File: src/rtl/ddr_cmd_issuer.sv
// Single-open-row DDR5 command issuer: decodes requests into ACT/RD/WR/PRE with tRCD/tCCD/tRP spacing.
// Optional DDR_OPEN_TIMEOUT_EN: precharge an open row after T_IDLE_PRE idle cycles in OPEN.
module ddr_cmd_issuer #(
  parameter int COL_W      = 11,
  parameter int BANK_W     = 5,
  parameter int ROW_W      = 16,
  parameter int T_RCD      = 4,
  parameter int T_CCD      = 2,
  parameter int T_RP       = 3,
  parameter int T_IDLE_PRE = 8
) (
  input  logic              clk,
  input  logic              rst,
  input  logic [31:0]       adrs_in,
  input  logic              op,
  input  logic              rd_valid,
  input  logic              wr_valid,
  input  logic              ppl,
  output logic              ready,
  output logic [2:0]        cmd,
  output logic              cmd_valid,
  output logic [ROW_W-1:0]  cmd_row,
  output logic [BANK_W-1:0] cmd_bank,
  output logic [COL_W-1:0]  cmd_col
);

  localparam int MAX_A = (T_RCD > T_CCD) ? T_RCD : T_CCD;
  localparam int MAX_B = (MAX_A > T_RP) ? MAX_A : T_RP;
  localparam int MAX_T = (MAX_B > T_IDLE_PRE) ? MAX_B : T_IDLE_PRE;
  localparam int CW    = $clog2(MAX_T + 1);

  typedef enum logic [2:0] {S_IDLE, S_ACT_WAIT, S_CAS_GAP, S_OPEN, S_PRE_WAIT} state_e;
  typedef enum logic [2:0] {CMD_NOP = 3'd0, CMD_ACT = 3'd1, CMD_RD = 3'd2,
                            CMD_WR = 3'd3, CMD_PRE = 3'd4} cmd_e;

  state_e            r_state, w_state_nxt;
  cmd_e              r_cmd, w_cmd_nxt;
  logic [CW-1:0]     r_cnt, w_cnt_nxt;
  logic              r_pend, w_pend_nxt;
  logic              r_ready, r_cmd_vld;
  logic [ROW_W-1:0]  r_row, r_orow, r_cmd_row, w_row_o;
  logic [BANK_W-1:0] r_bank, r_obank, r_cmd_bank, w_bank_o;
  logic [COL_W-1:0]  r_col, r_cmd_col, w_col_o;
  logic              r_op, r_ppl;
  logic              w_acc, w_open_ld, w_hit;
  logic [ROW_W-1:0]  w_a_row;
  logic [BANK_W-1:0] w_a_bank;
  logic [COL_W-1:0]  w_a_col;
`ifdef DDR_OPEN_TIMEOUT_EN
  logic [CW-1:0]     r_idle, w_idle_nxt;
`endif

  assign w_a_col  = adrs_in[COL_W-1:0];
  assign w_a_bank = adrs_in[COL_W +: BANK_W];
  assign w_a_row  = adrs_in[31 -: ROW_W];
  // Only the valid matching op counts; the other direction is ignored.
  assign w_acc    = r_ready & (op ? wr_valid : rd_valid);
  assign w_hit    = (w_a_row == r_orow) && (w_a_bank == r_obank);

  always_comb begin
    w_state_nxt = r_state;
    w_cmd_nxt   = CMD_NOP;
    w_cnt_nxt   = r_cnt;
    w_pend_nxt  = r_pend;
    w_open_ld   = 1'b0;
    w_row_o     = r_cmd_row;
    w_bank_o    = r_cmd_bank;
    w_col_o     = r_cmd_col;
`ifdef DDR_OPEN_TIMEOUT_EN
    w_idle_nxt  = r_idle;
`endif
    case (r_state)
      S_IDLE: if (w_acc) begin
        w_state_nxt = S_ACT_WAIT;
        w_cmd_nxt   = CMD_ACT;
        w_cnt_nxt   = CW'(T_RCD - 1);
        w_row_o     = w_a_row;
        w_bank_o    = w_a_bank;
      end
      S_ACT_WAIT: if (r_cnt == '0) begin
        w_state_nxt = S_CAS_GAP;
        w_cmd_nxt   = r_op ? CMD_WR : CMD_RD;
        w_cnt_nxt   = CW'(T_CCD - 1);
        w_bank_o    = r_bank;
        w_col_o     = r_col;
      end else begin
        w_cnt_nxt   = r_cnt - CW'(1);
      end
      S_CAS_GAP: if (r_cnt == '0) begin
        if (r_ppl) begin
          w_state_nxt = S_OPEN;
          w_open_ld   = 1'b1;
`ifdef DDR_OPEN_TIMEOUT_EN
          w_idle_nxt  = '0;
`endif
        end else begin
          w_state_nxt = S_PRE_WAIT;
          w_cmd_nxt   = CMD_PRE;
          w_cnt_nxt   = CW'(T_RP - 1);
          w_bank_o    = r_bank;
        end
      end else begin
        w_cnt_nxt = r_cnt - CW'(1);
      end
      S_OPEN: begin
        if (w_acc) begin
`ifdef DDR_OPEN_TIMEOUT_EN
          w_idle_nxt = '0;
`endif
          if (w_hit) begin
            w_state_nxt = S_CAS_GAP;
            w_cmd_nxt   = op ? CMD_WR : CMD_RD;
            w_cnt_nxt   = CW'(T_CCD - 1);
            w_bank_o    = w_a_bank;
            w_col_o     = w_a_col;
          end else begin
            // Close the open bank first; the new request is replayed from PRE_WAIT.
            w_state_nxt = S_PRE_WAIT;
            w_cmd_nxt   = CMD_PRE;
            w_cnt_nxt   = CW'(T_RP - 1);
            w_bank_o    = r_obank;
            w_pend_nxt  = 1'b1;
          end
        end
`ifdef DDR_OPEN_TIMEOUT_EN
        else if (r_idle == CW'(T_IDLE_PRE - 1)) begin
          w_state_nxt = S_PRE_WAIT;
          w_cmd_nxt   = CMD_PRE;
          w_cnt_nxt   = CW'(T_RP - 1);
          w_bank_o    = r_obank;
        end else begin
          w_idle_nxt  = r_idle + CW'(1);
        end
`endif
      end
      S_PRE_WAIT: if (r_cnt == '0) begin
        if (r_pend) begin
          w_state_nxt = S_ACT_WAIT;
          w_cmd_nxt   = CMD_ACT;
          w_cnt_nxt   = CW'(T_RCD - 1);
          w_row_o     = r_row;
          w_bank_o    = r_bank;
          w_pend_nxt  = 1'b0;
        end else begin
          w_state_nxt = S_IDLE;
        end
      end else begin
        w_cnt_nxt = r_cnt - CW'(1);
      end
      default: w_state_nxt = S_IDLE;
    endcase
  end

  always_ff @(posedge clk or negedge rst) begin
    if (!rst) begin
      r_state    <= S_IDLE;
      r_cmd      <= CMD_NOP;
      r_cmd_vld  <= 1'b0;
      r_ready    <= 1'b0;
      r_cnt      <= '0;
      r_pend     <= 1'b0;
      r_row      <= '0;
      r_bank     <= '0;
      r_col      <= '0;
      r_op       <= 1'b0;
      r_ppl      <= 1'b0;
      r_orow     <= '0;
      r_obank    <= '0;
      r_cmd_row  <= '0;
      r_cmd_bank <= '0;
      r_cmd_col  <= '0;
`ifdef DDR_OPEN_TIMEOUT_EN
      r_idle     <= '0;
`endif
    end else begin
      r_state    <= w_state_nxt;
      r_cmd      <= w_cmd_nxt;
      r_cmd_vld  <= (w_cmd_nxt != CMD_NOP);
      r_ready    <= ((w_state_nxt == S_IDLE) || (w_state_nxt == S_OPEN)) && !w_pend_nxt;
      r_cnt      <= w_cnt_nxt;
      r_pend     <= w_pend_nxt;
      r_cmd_row  <= w_row_o;
      r_cmd_bank <= w_bank_o;
      r_cmd_col  <= w_col_o;
`ifdef DDR_OPEN_TIMEOUT_EN
      r_idle     <= w_idle_nxt;
`endif
      if (w_acc) begin
        r_row  <= w_a_row;
        r_bank <= w_a_bank;
        r_col  <= w_a_col;
        r_op   <= op;
        r_ppl  <= ppl;
      end
      if (w_open_ld) begin
        r_orow  <= r_row;
        r_obank <= r_bank;
      end
    end
  end

  assign ready     = r_ready;
  assign cmd       = r_cmd;
  assign cmd_valid = r_cmd_vld;
  assign cmd_row   = r_cmd_row;
  assign cmd_bank  = r_cmd_bank;
  assign cmd_col   = r_cmd_col;

endmodule

File: config.mk
export PLATFORM = sky130hd
export DESIGN_NAME = ddr_cmd_issuer
export DESIGN_NICKNAME = d
export VERILOG_FILES = /design/src/rtl/ddr_cmd_issuer.sv
export SDC_FILE = /design/constraint.sdc
export NUM_CORES = 1
export LEC_CHECK = 0
export ABC_AREA = 1
export BUFFER_PORTS_ARGS = -buffer_cell sky130_fd_sc_hd__buf_2
export CAP_MARGIN = 0
export CORE_MARGIN = 10
export CORE_UTILIZATION = 50
export DETAILED_ROUTE_END_ITERATION = 8
export GPL_TIMING_DRIVEN = 0
export PLACE_DENSITY = 0.76
export SYNTH_ARGS = -nofsm -noshare
export SYNTH_HDL_FRONTEND = slang
export SYNTH_SLANG_ARGS = --single-unit
File: constraint.sdc
create_clock -name clk -period 2.31 [get_ports clk]
set_input_delay 0.693 -clock clk [delete_from_list [all_inputs] [get_ports clk]]
set_output_delay 0.693 -clock clk [all_outputs]
set_load 0.005 [all_outputs]
==> results.yml, run 1 <==
global_route:
  grt_pass1_wl_um: 20620
  top_usage_layer: "met2"
  antenna_found_initial: 0
  use_met2_pct: 29.02
  use_met1_pct: 23.04
  grt_max_degree: 68
  grt.total_usage_pct: 17.63
  overflow: 0
  grt_pass1_vias: 4241
  use_met3_pct: 2.878
layout:
  drive_gt1_share_pct: 17.43
  fillers: 844
  multi_input_area_um2: 1853
  fin_nets: 735
  antennaDiodeCount: 0
  postLayoutCellArea_um2: 5554
  area_growth_pct: 16.11
  seqCellArea_um2: 2502
  fin_util_pct: 59.82
setup_path:
  r2r_slack_ps: 480
  ff2ff_path_depth: 11
  arrival_ps: 2110
  crit_fanout: 10
  endpoint_kind: "register"
  cp-start-kind: "input port"
  crit_required_ps: 2570
  r2r_start: "r_cnt[0]"
  critical_path_class: "in2reg"
  cp-startpoint: "adrs_in[21]"
  reg2reg_to: "r_cnt[2]"
sta:
  finalHoldViolCount: 0
  period_needed_ps: 1848
  worstMarginPinSlew_ps: 632.1
  slew_violations: 0
  finalCritPeriodShare_pct: 80.02
  max_freq_mhz: 541.0
  rsz0062_at_grt: "false"
  setup_viol: 0
  skew_ps: 14.88
  slew_headroom_pct: 57.86
  whs_ps: 270.9
drt:
  post_drt_wl_per_cell_um: 14.68
  firstDrtPassIters: 5
  drtAntennaViolNets: 0
  wl_um: 12170
  drt_drc_violations_left: 0
  vias: 4260
  drt_iter0_markers: 304
  vias_per_cell: 5.139
power_and_ir_drop:
  powerDensity_nw_per_um2: 553.9
  total_power_w: 0.003076
  irDropWorstVdd_mv: 0.3333
  power.leakage_nw: 3.021
die:
  start_util_pct: 51.52
  die_w_um: 117.8
  fp-row-count: 35
  core_um2: 9284
  num_io_pins: 75
  die_y_um: 117.8
  dieArea_um2: 13880
yosys:
  synth_cells: 609
  synth_top_cell_area_share_pct: 52.31
  yosys-top-cells-count: "199 x nand2_1, 100 x dfrtp_1, 74 x inv_1"
  yosysTopAreaCell: "dfrtp_1"
  synth_area_um2: 4783
  synth_top_flop_cell: "dfrtp_1"
  syn_nets: 649
  yosysUniqueCellTypes: 30
  synth-seq-cells: 100
  ys_seq_area_share_pct: 52.31
  synth_edf_count: 0
  synth_area_leaders: "dfrtp_1 52%, nand2_1 16%, o21ai_0 6.8%, inv_1 5.8%, nor2_1 3.7%"
  yosysWarnings: 0
  synth_area_per_cell_um2: 7.854
  synth-async-reset-ratio_pct: 100.0
  synth_most_common_cell: "nand2_1"
cts:
  cts.clk_slew.worst_paths_ps: 100
  clk_latency_ps: 370
  cts-resized-gates: 0
  post_cts_buffers: 0
  cts_max_path_buffers: 2
  clkSinkCount: 100
  cts_hold_buf: 0
  tritoncts: "done"
  cts_max_level: 3
  cts_root_buf: "clkbuf_8"
  numCtsBuffers: 9
status:
  status: "finished, final reports clean"
placed_design:
  dpl-instance-area_um2: 5345
  portBuffers: 74
  hpwl_um: 8995
  gp_congestion: 0.8966
job:
  maxCapViolCount: 0
hold_path:
  hold_class: "in2async"
[layer usage]
metal	wire, µm	vias to the layer above	part of all wire, %
li1	-	2082	-
met1	5510	2015	45
met2	5806	146	48
met3	676	17	5.6
met4	176	0	1.4
met5	0	-	0
[layout by cell type, fill, tap and decap left out, types with 4 or more instances in the layout]
cell      Yosys  layout
a31oi_1      16      16
nor2_4        4       4
nand3_1      30      30
xor2_1        5       5
dfrtp_1     100     100
nand2_1     199     199
clkbuf_1      8       8
clkbuf_8      0      10
inv_2         5       5
o21ai_0      65      65
inv_1        74      74
a21oi_1      12      12
buf_2         9      82
nor2_1       47      47
o21ai_1       7       7
[state kept, by name, indices dropped and copies added, names as in the netlist]
signal	count
cmd_row	16
r_orow	16
r_row	16
cmd_col	11
r_col	11
cmd_bank	5
r_bank	5
r_obank	5
r_cnt	4
cmd	3
r_state	3
cmd_valid	1
r_op	1
r_pend	1
r_ppl	1
ready	1
[worst max-delay path, cell delays in order]
cell	delay [ps]
buf_2	120
xnor2_1	230
nand3_1	160
inv_1	80
nand2_1	50
nor2_1	160
nand4_1	210
buf_2	240
nand3_1	100
nand2_1	70
[cell type report]
| type | count | area share (%) |
|---|---|---|
| repair buffers | 75 | 7.209 |
| clock inverters | 6 | 1.284 |
| well taps | 129 | 2.906 |
| plain buffers | 24 | 2.365 |
| flip-flops and latches | 100 | 45.06 |
| inverters | 79 | 5.339 |
| clock buffers | 10 | 2.478 |
| multi-input cells | 406 | 33.36 |
[worst max path at each step]
stage               depth (start not counted)           to
floorplan                                  10  cmd_bank[0]
global placement                            1       cmd[1]
detailed placement                          7    r_bank[0]
CTS                                        11     r_cnt[2]
global route                               12   cmd_col[0]
finish                                     10   cmd_col[6]
[report_power, final]
group          total [W]  switching, W  internal (W)  leakage, nW
logic           0.000139     0.0000899     0.0000490         1.58
clock network    0.00119      0.000647      0.000541       0.0995
registers        0.00175             0       0.00175         1.35
[metrics by stage]
step	cells	worst slack (ps)	TNS [ps]
CTS	829	497.9	0
detailed placement	813	96.41	0
global placement	812	-493.5	-48770
global route	829	286.5	0
floorplan	609	587.5	0
finish	829	461.5	0
[cell families after synthesis]
kind of cell             Yosys count  share of synthesized area, %
buffers and inverters            103                         8.946
flip-flops                       100                         52.31
XOR/XNOR                           7                         1.282
AND/OR/NAND/NOR                  289                         24.69
AO/OA/AOI/OAI                    108                         12.24
adder cells (fa/ha/maj)            2                        0.5231
(Power assumes the default switching activity.)
==> run 2: changes to the inputs <==
Clock period 2.31 ns to 1.92 ns, I/O delays scaled along.
==> run 2 against run 1 <==
Utilization grew 0.27 points. Via count is essentially flat. Design area grew 0.45%. Critical path depth shrank 2. Critical path type is now reg2reg. Critical endpoint unchanged. Non-clock buffer count grew 2. Die area is the same. Final cell count grew 0.24%. Worst hold slack lost 120 ps.
==> results.yml, run 2 (synthesis gave the netlist of run 1 again) <==
setup_path:
  endpoint_kind: "register"
  r2r_start: "r_cnt[0]"
  cp-start-kind: "register"
  cp_slowest_cell: "dfrtp_1"
  cp-startpoint: "r_cnt[0]"
  crit_fanout: 10
  path_cells: "inv_1, ha_1, nand3_2, nor2_1, inv_1, clkbuf_1, nand3_1, nand2_1"
  arrival_ps: 2050
  crit_required_ps: 2180
  cpPeakStageDelay_ps: 370
  path_common_cell: "inv_1"
  critical_path_class: "reg2reg"
cts:
  clkSinkCount: 100
  numCtsBuffers: 9
  cts_root_buf: "clkbuf_8"
  cts.clk_slew.worst_paths_ps: 100
  cts_max_level: 3
  cts_hold_buf: 0
  cts_max_path_buffers: 2
  tritoncts: "done"
  clk_latency_ps: 370
power_and_ir_drop:
  pwr-share-seq_pct: 56.8
  p_sw_share_pct: 23.96
  total_power_w: 0.003702
  irDropWorstVdd_mv: 0.4016
  pwr-share-clk_pct: 38.6
  net-switching-power_w: 0.0008871
  comb_power_share_pct: 4.5
  p_int_w: 0.002815
  powerDensity_nw_per_um2: 663.5
  power.leakage_nw: 3.034
sta:
  setup_viol: 0
  worstMarginPinSlew_ps: 630.5
  finalCritPeriodShare_pct: 93.28
  rsz0062_at_grt: "true"
  slew_violations: 0
  finalHoldViolCount: 0
  max_freq_mhz: 558.4
  period_needed_ps: 1791
  tns_ps: 0
  skew_ps: 14.71
  slew_headroom_pct: 57.97
layout:
  fillers: 839
  layout_commonest_cell: "nand2_1"
  area_growth_pct: 16.64
  mostFrequentLayoutCells: "199 x nand2_1, 100 x dfrtp_1, 82 x buf_2"
  seqCellArea_um2: 2502
  drive_gt1_share_pct: 17.95
  antennaDiodeCount: 0
  multi_input_area_um2: 1863
  fin_nets: 737
  postLayoutCellArea_um2: 5579
drt:
  firstDrtPassIters: 5
  vias: 4262
  dr.max_layer_used: "met4"
  drt_drc_violations_left: 0
  post_drt_wl_per_cell_um: 14.65
  wl_um: 12170
  drt_iter0_markers: 289
  wirelength_met1_um: 5489
  wl_met3_um: 687
  drtAntennaViolNets: 0
  wl_met2_um: 5807
  vias_per_cell: 5.129
job:
  maxCapViolCount: 0
placed_design:
  portBuffers: 74
  dpl-instance-area_um2: 5345
  gp_congestion: 0.8966
  hpwl_um: 8995
die:
  start_util_pct: 51.52
  dieArea_um2: 13880
  num_io_pins: 75
  die_w_um: 117.8
  core_um2: 9284
  fp-row-count: 35
  die_y_um: 117.8
hold_path:
  hold_class: "in2async"
global_route:
  grt_pass1_vias: 4241
  overflow: 0
  antenna_found_initial: 0
  grt_max_degree: 68
  grt.total_usage_pct: 17.63
  grt_pass1_wl_um: 20620
status:
  status: "finished, final reports clean"
[run 2: changes by cell type in the layout (fill, tap and decap cells not counted)]
cell / delta
nor2_2: +1
xnor2_2: +1
xnor2_1: -1
buf_4: +2
nor2_1: -1
[run 2: final timing paths]
kind,to,depth (start not counted),slack [ps]
max,cmd_col[6],8,130
min,r_row[11],1,160
max reg2reg,cmd_col[6],8,130
min reg2reg,r_op,2,480
max in group asynchronous,r_row[0],2,1090
min in group clk,r_ppl,3,420
[run 2: repair_timing]
item	CTS	global route
setup buffers	0	2
endpoints found under the setup margin	0	24
resized for setup	0	2
[run 2: routing by layer]
metal	track usage (%)	vias to the layer above
li1	-	2082
met1	23.04	2017
met2	29.02	147
met3	2.878	16
met4	5.796	0
met5	0	-
[run 2: layout make-up]
cell class | count | area share (%)
Sequential cell | 100 | 44.85
Multi-Input combinational cell | 406 | 33.39
Timing Repair Buffer | 77 | 7.446
Inverter | 79 | 5.315
Tap cell | 129 | 2.893
Clock buffer | 10 | 2.467
Buffer | 24 | 2.355
Clock inverter | 6 | 1.278
[run 2: worst max-delay path: cells and delay by family, from the launching register on]
family	cells	cell delay, ps
simple gates	4	640
buf+inv	3	490
fa+ha+maj	1	190
flops	1	370
[run 2: stage by stage]
stage	std cells	hold WS (ps)	setup slack [ps]	util, %
after floorplan	609	280.4	314.5	-
after CTS	829	159.0	107.9	59.82
after detailed placement	813	467.7	-176.6	57.57
after global placement	812	455.1	-766.5	57.25
after global routing	831	166.5	-16.07	60.09
final	831	155.1	129.1	60.09
[run 2: power groups by stage]
stage | clock network (W) | registers [W] | logic, W
after floorplan | 0 | 0.00215 | 0.0000554
after global placement | 0 | 0.00215 | 0.000158
after detailed placement | 0 | 0.00215 | 0.000169
after CTS | 0.00145 | 0.00210 | 0.000170
after global routing | 0.00154 | 0.00210 | 0.000195
final | 0.00143 | 0.00210 | 0.000168
==> run 3: changes to the inputs <==
Settings changed: CTS_BUF_LIST set to sky130_fd_sc_hd__clkbuf_4.
==> run 3 against run 2 <==
Utilization fell by 0.69 points. Critical path type unchanged. Largest power group unchanged. Critical path depth up 3. Worst setup slack got worse by 11 ps. Worst hold slack got worse by 100 ps.
==> results.yml, run 3 (synthesis gave the netlist of run 1 again) <==
status:
  status: "finished, final reports clean"
sta:
  worstMarginPinSlew_ps: 655.0
  finalCritPeriodShare_pct: 93.87
  slew_violations: 0
  period_needed_ps: 1802
  timing.final.ws_setup_ps: 117.6
  rsz0062_at_grt: "true"
  finalHoldViolCount: 0
  slew_headroom_pct: 56.33
  skew_ps: 26.23
  whs_ps: 50.56
  setup_viol: 0
  max_freq_mhz: 554.8
drt:
  drtAntennaViolNets: 0
  drt_drc_violations_left: 0
  firstDrtPassIters: 5
  drt_iter0_markers: 304
  post_drt_wl_per_cell_um: 14.66
  vias_per_cell: 5.149
  wl_um: 12200
  vias: 4284
placed_design:
  placedCellCount: 813
  gp_congestion: 0.8966
  portBuffers: 74
  hpwl_um: 8995
  pre_cts_ws_ps: -176.6
cts:
  clkSinkCount: 100
  clk_latency_ps: 460
  cts_max_level: 3
  cts_root_buf: "clkbuf_4"
  tritoncts: "done"
  cts_hold_buf: 0
  cts.clk_slew.worst_paths_ps: 160
  numCtsBuffers: 9
  cts_max_path_buffers: 2
power_and_ir_drop:
  comb_power_share_pct: 4.9
  powerDensity_nw_per_um2: 622.2
  irDropWorstVdd_mv: 0.3638
  pwr-share-seq_pct: 61.4
  pwr-share-clk_pct: 33.7
  power.leakage_nw: 3.005
  p_int_w: 0.002572
  net-switching-power_w: 0.0008603
  p_sw_share_pct: 25.07
setup_path:
  arrival_ps: 2200
  critical_path_class: "reg2reg"
  path_buf_inv: 2
  cp_slowest_cell: "dfrtp_1"
  path_cells: "inv_1, ha_1, nand3_2, nor2_2, nand2_1, o21ai_2, nor2_4, o21ai_2, buf_6, nand2_1, nor2_1"
  r2r_start: "r_cnt[0]"
  cpPeakStageDelay_ps: 390
  cp-start-kind: "register"
  crit_fanout: 10
  crit_required_ps: 2320
  r2r_slack_ps: 120
  ff2ff_path_depth: 11
  reg2reg_to: "r_cnt[2]"
  endpoint_kind: "register"
  cpLargestDelayFamily: "simple AND/OR/NAND/NOR gates"
layout:
  area_growth_pct: 15.30
  drive_gt1_share_pct: 17.81
  fin_nets: 737
  layout_commonest_cell: "nand2_1"
  mostFrequentLayoutCells: "199 x nand2_1, 100 x dfrtp_1, 82 x buf_2"
  fin_util_pct: 59.41
  stdcell_count: 832
die:
  start_util_pct: 51.52
  die_y_um: 117.8
  num_io_pins: 75
  dieArea_um2: 13880
  fp-row-count: 35
  core_um2: 9284
  die_w_um: 117.8
job:
  maxCapViolCount: 0
global_route:
  grt_pass1_vias: 4243
  grt_pass1_wl_um: 20600
  antenna_found_initial: 1
  grt_max_degree: 68
  overflow: 0
  grt.total_usage_pct: 17.58
hold_path:
  hold_class: "in2async"
run 3: worst max-delay path by stage:
stage	start	cells past startpoint	to	slack, ps
floorplan	rd_valid	10	cmd_bank[0]	310
detailed placement	op	7	r_bank[0]	-180
global route	r_cnt[0]	8	cmd_col[6]	-20
finish	r_cnt[0]	11	r_cnt[2]	120
global placement	rst	1	cmd[1]	-770
CTS	r_cnt[0]	11	r_cnt[2]	100
run 3: routing by layer:
layer | vias up | routed length, µm | GRT usage [%] | part of all wire (%)
met3 | 22 | 718 | 1.966 | 5.9
li1 | 2081 | - | - | -
met4 | 0 | 231 | 6.723 | 1.9
met2 | 160 | 5846 | 28.99 | 48
met1 | 2021 | 5399 | 23.12 | 44
met5 | - | 0 | 0 | 0
run 3: what timing repair did:
item                       4_1_cts  5_1_grt
setup endpoints to repair        0       24
buffers inserted                 0        2
resized for setup                0        2
run 3: power by group through the flow:
stage / clock network [W] / registers [W] / logic (W)
CTS: 0.00117 / 0.00211 / 0.000170
detailed placement: 0 / 0.00215 / 0.000169
global route: 0.00126 / 0.00211 / 0.000195
global placement: 0 / 0.00215 / 0.000158
floorplan: 0 / 0.00215 / 0.0000554
finish: 0.00116 / 0.00211 / 0.000168
run 3: area by class of cell:
| cell class | instances | area, µm² |
|---|---|---|
| Fill cell | 852 | 3769 |
| Sequential cell | 100 | 2502 |
| Multi-Input combinational cell | 406 | 1863 |
| Timing Repair Buffer | 77 | 415.4 |
| Inverter | 79 | 296.5 |
| Tap cell | 129 | 161.4 |
| Buffer | 24 | 131.4 |
| Clock inverter | 7 | 75.07 |
| Clock buffer | 9 | 67.56 |
| Antenna cell | 1 | 2.502 |
run 3: metrics by stage:
step | instance area, µm² | power, W | setup TNS [ps]
2_1_floorplan | 4783 | 0.002202 | 0
3_3_place_gp | 5315 | 0.002304 | -78860
3_5_place_dp | 5345 | 0.002315 | -4172
4_1_cts | 5488 | 0.003451 | 0
5_1_grt | 5515 | 0.003563 | -60.29
6_report | 5515 | 0.003432 | 0
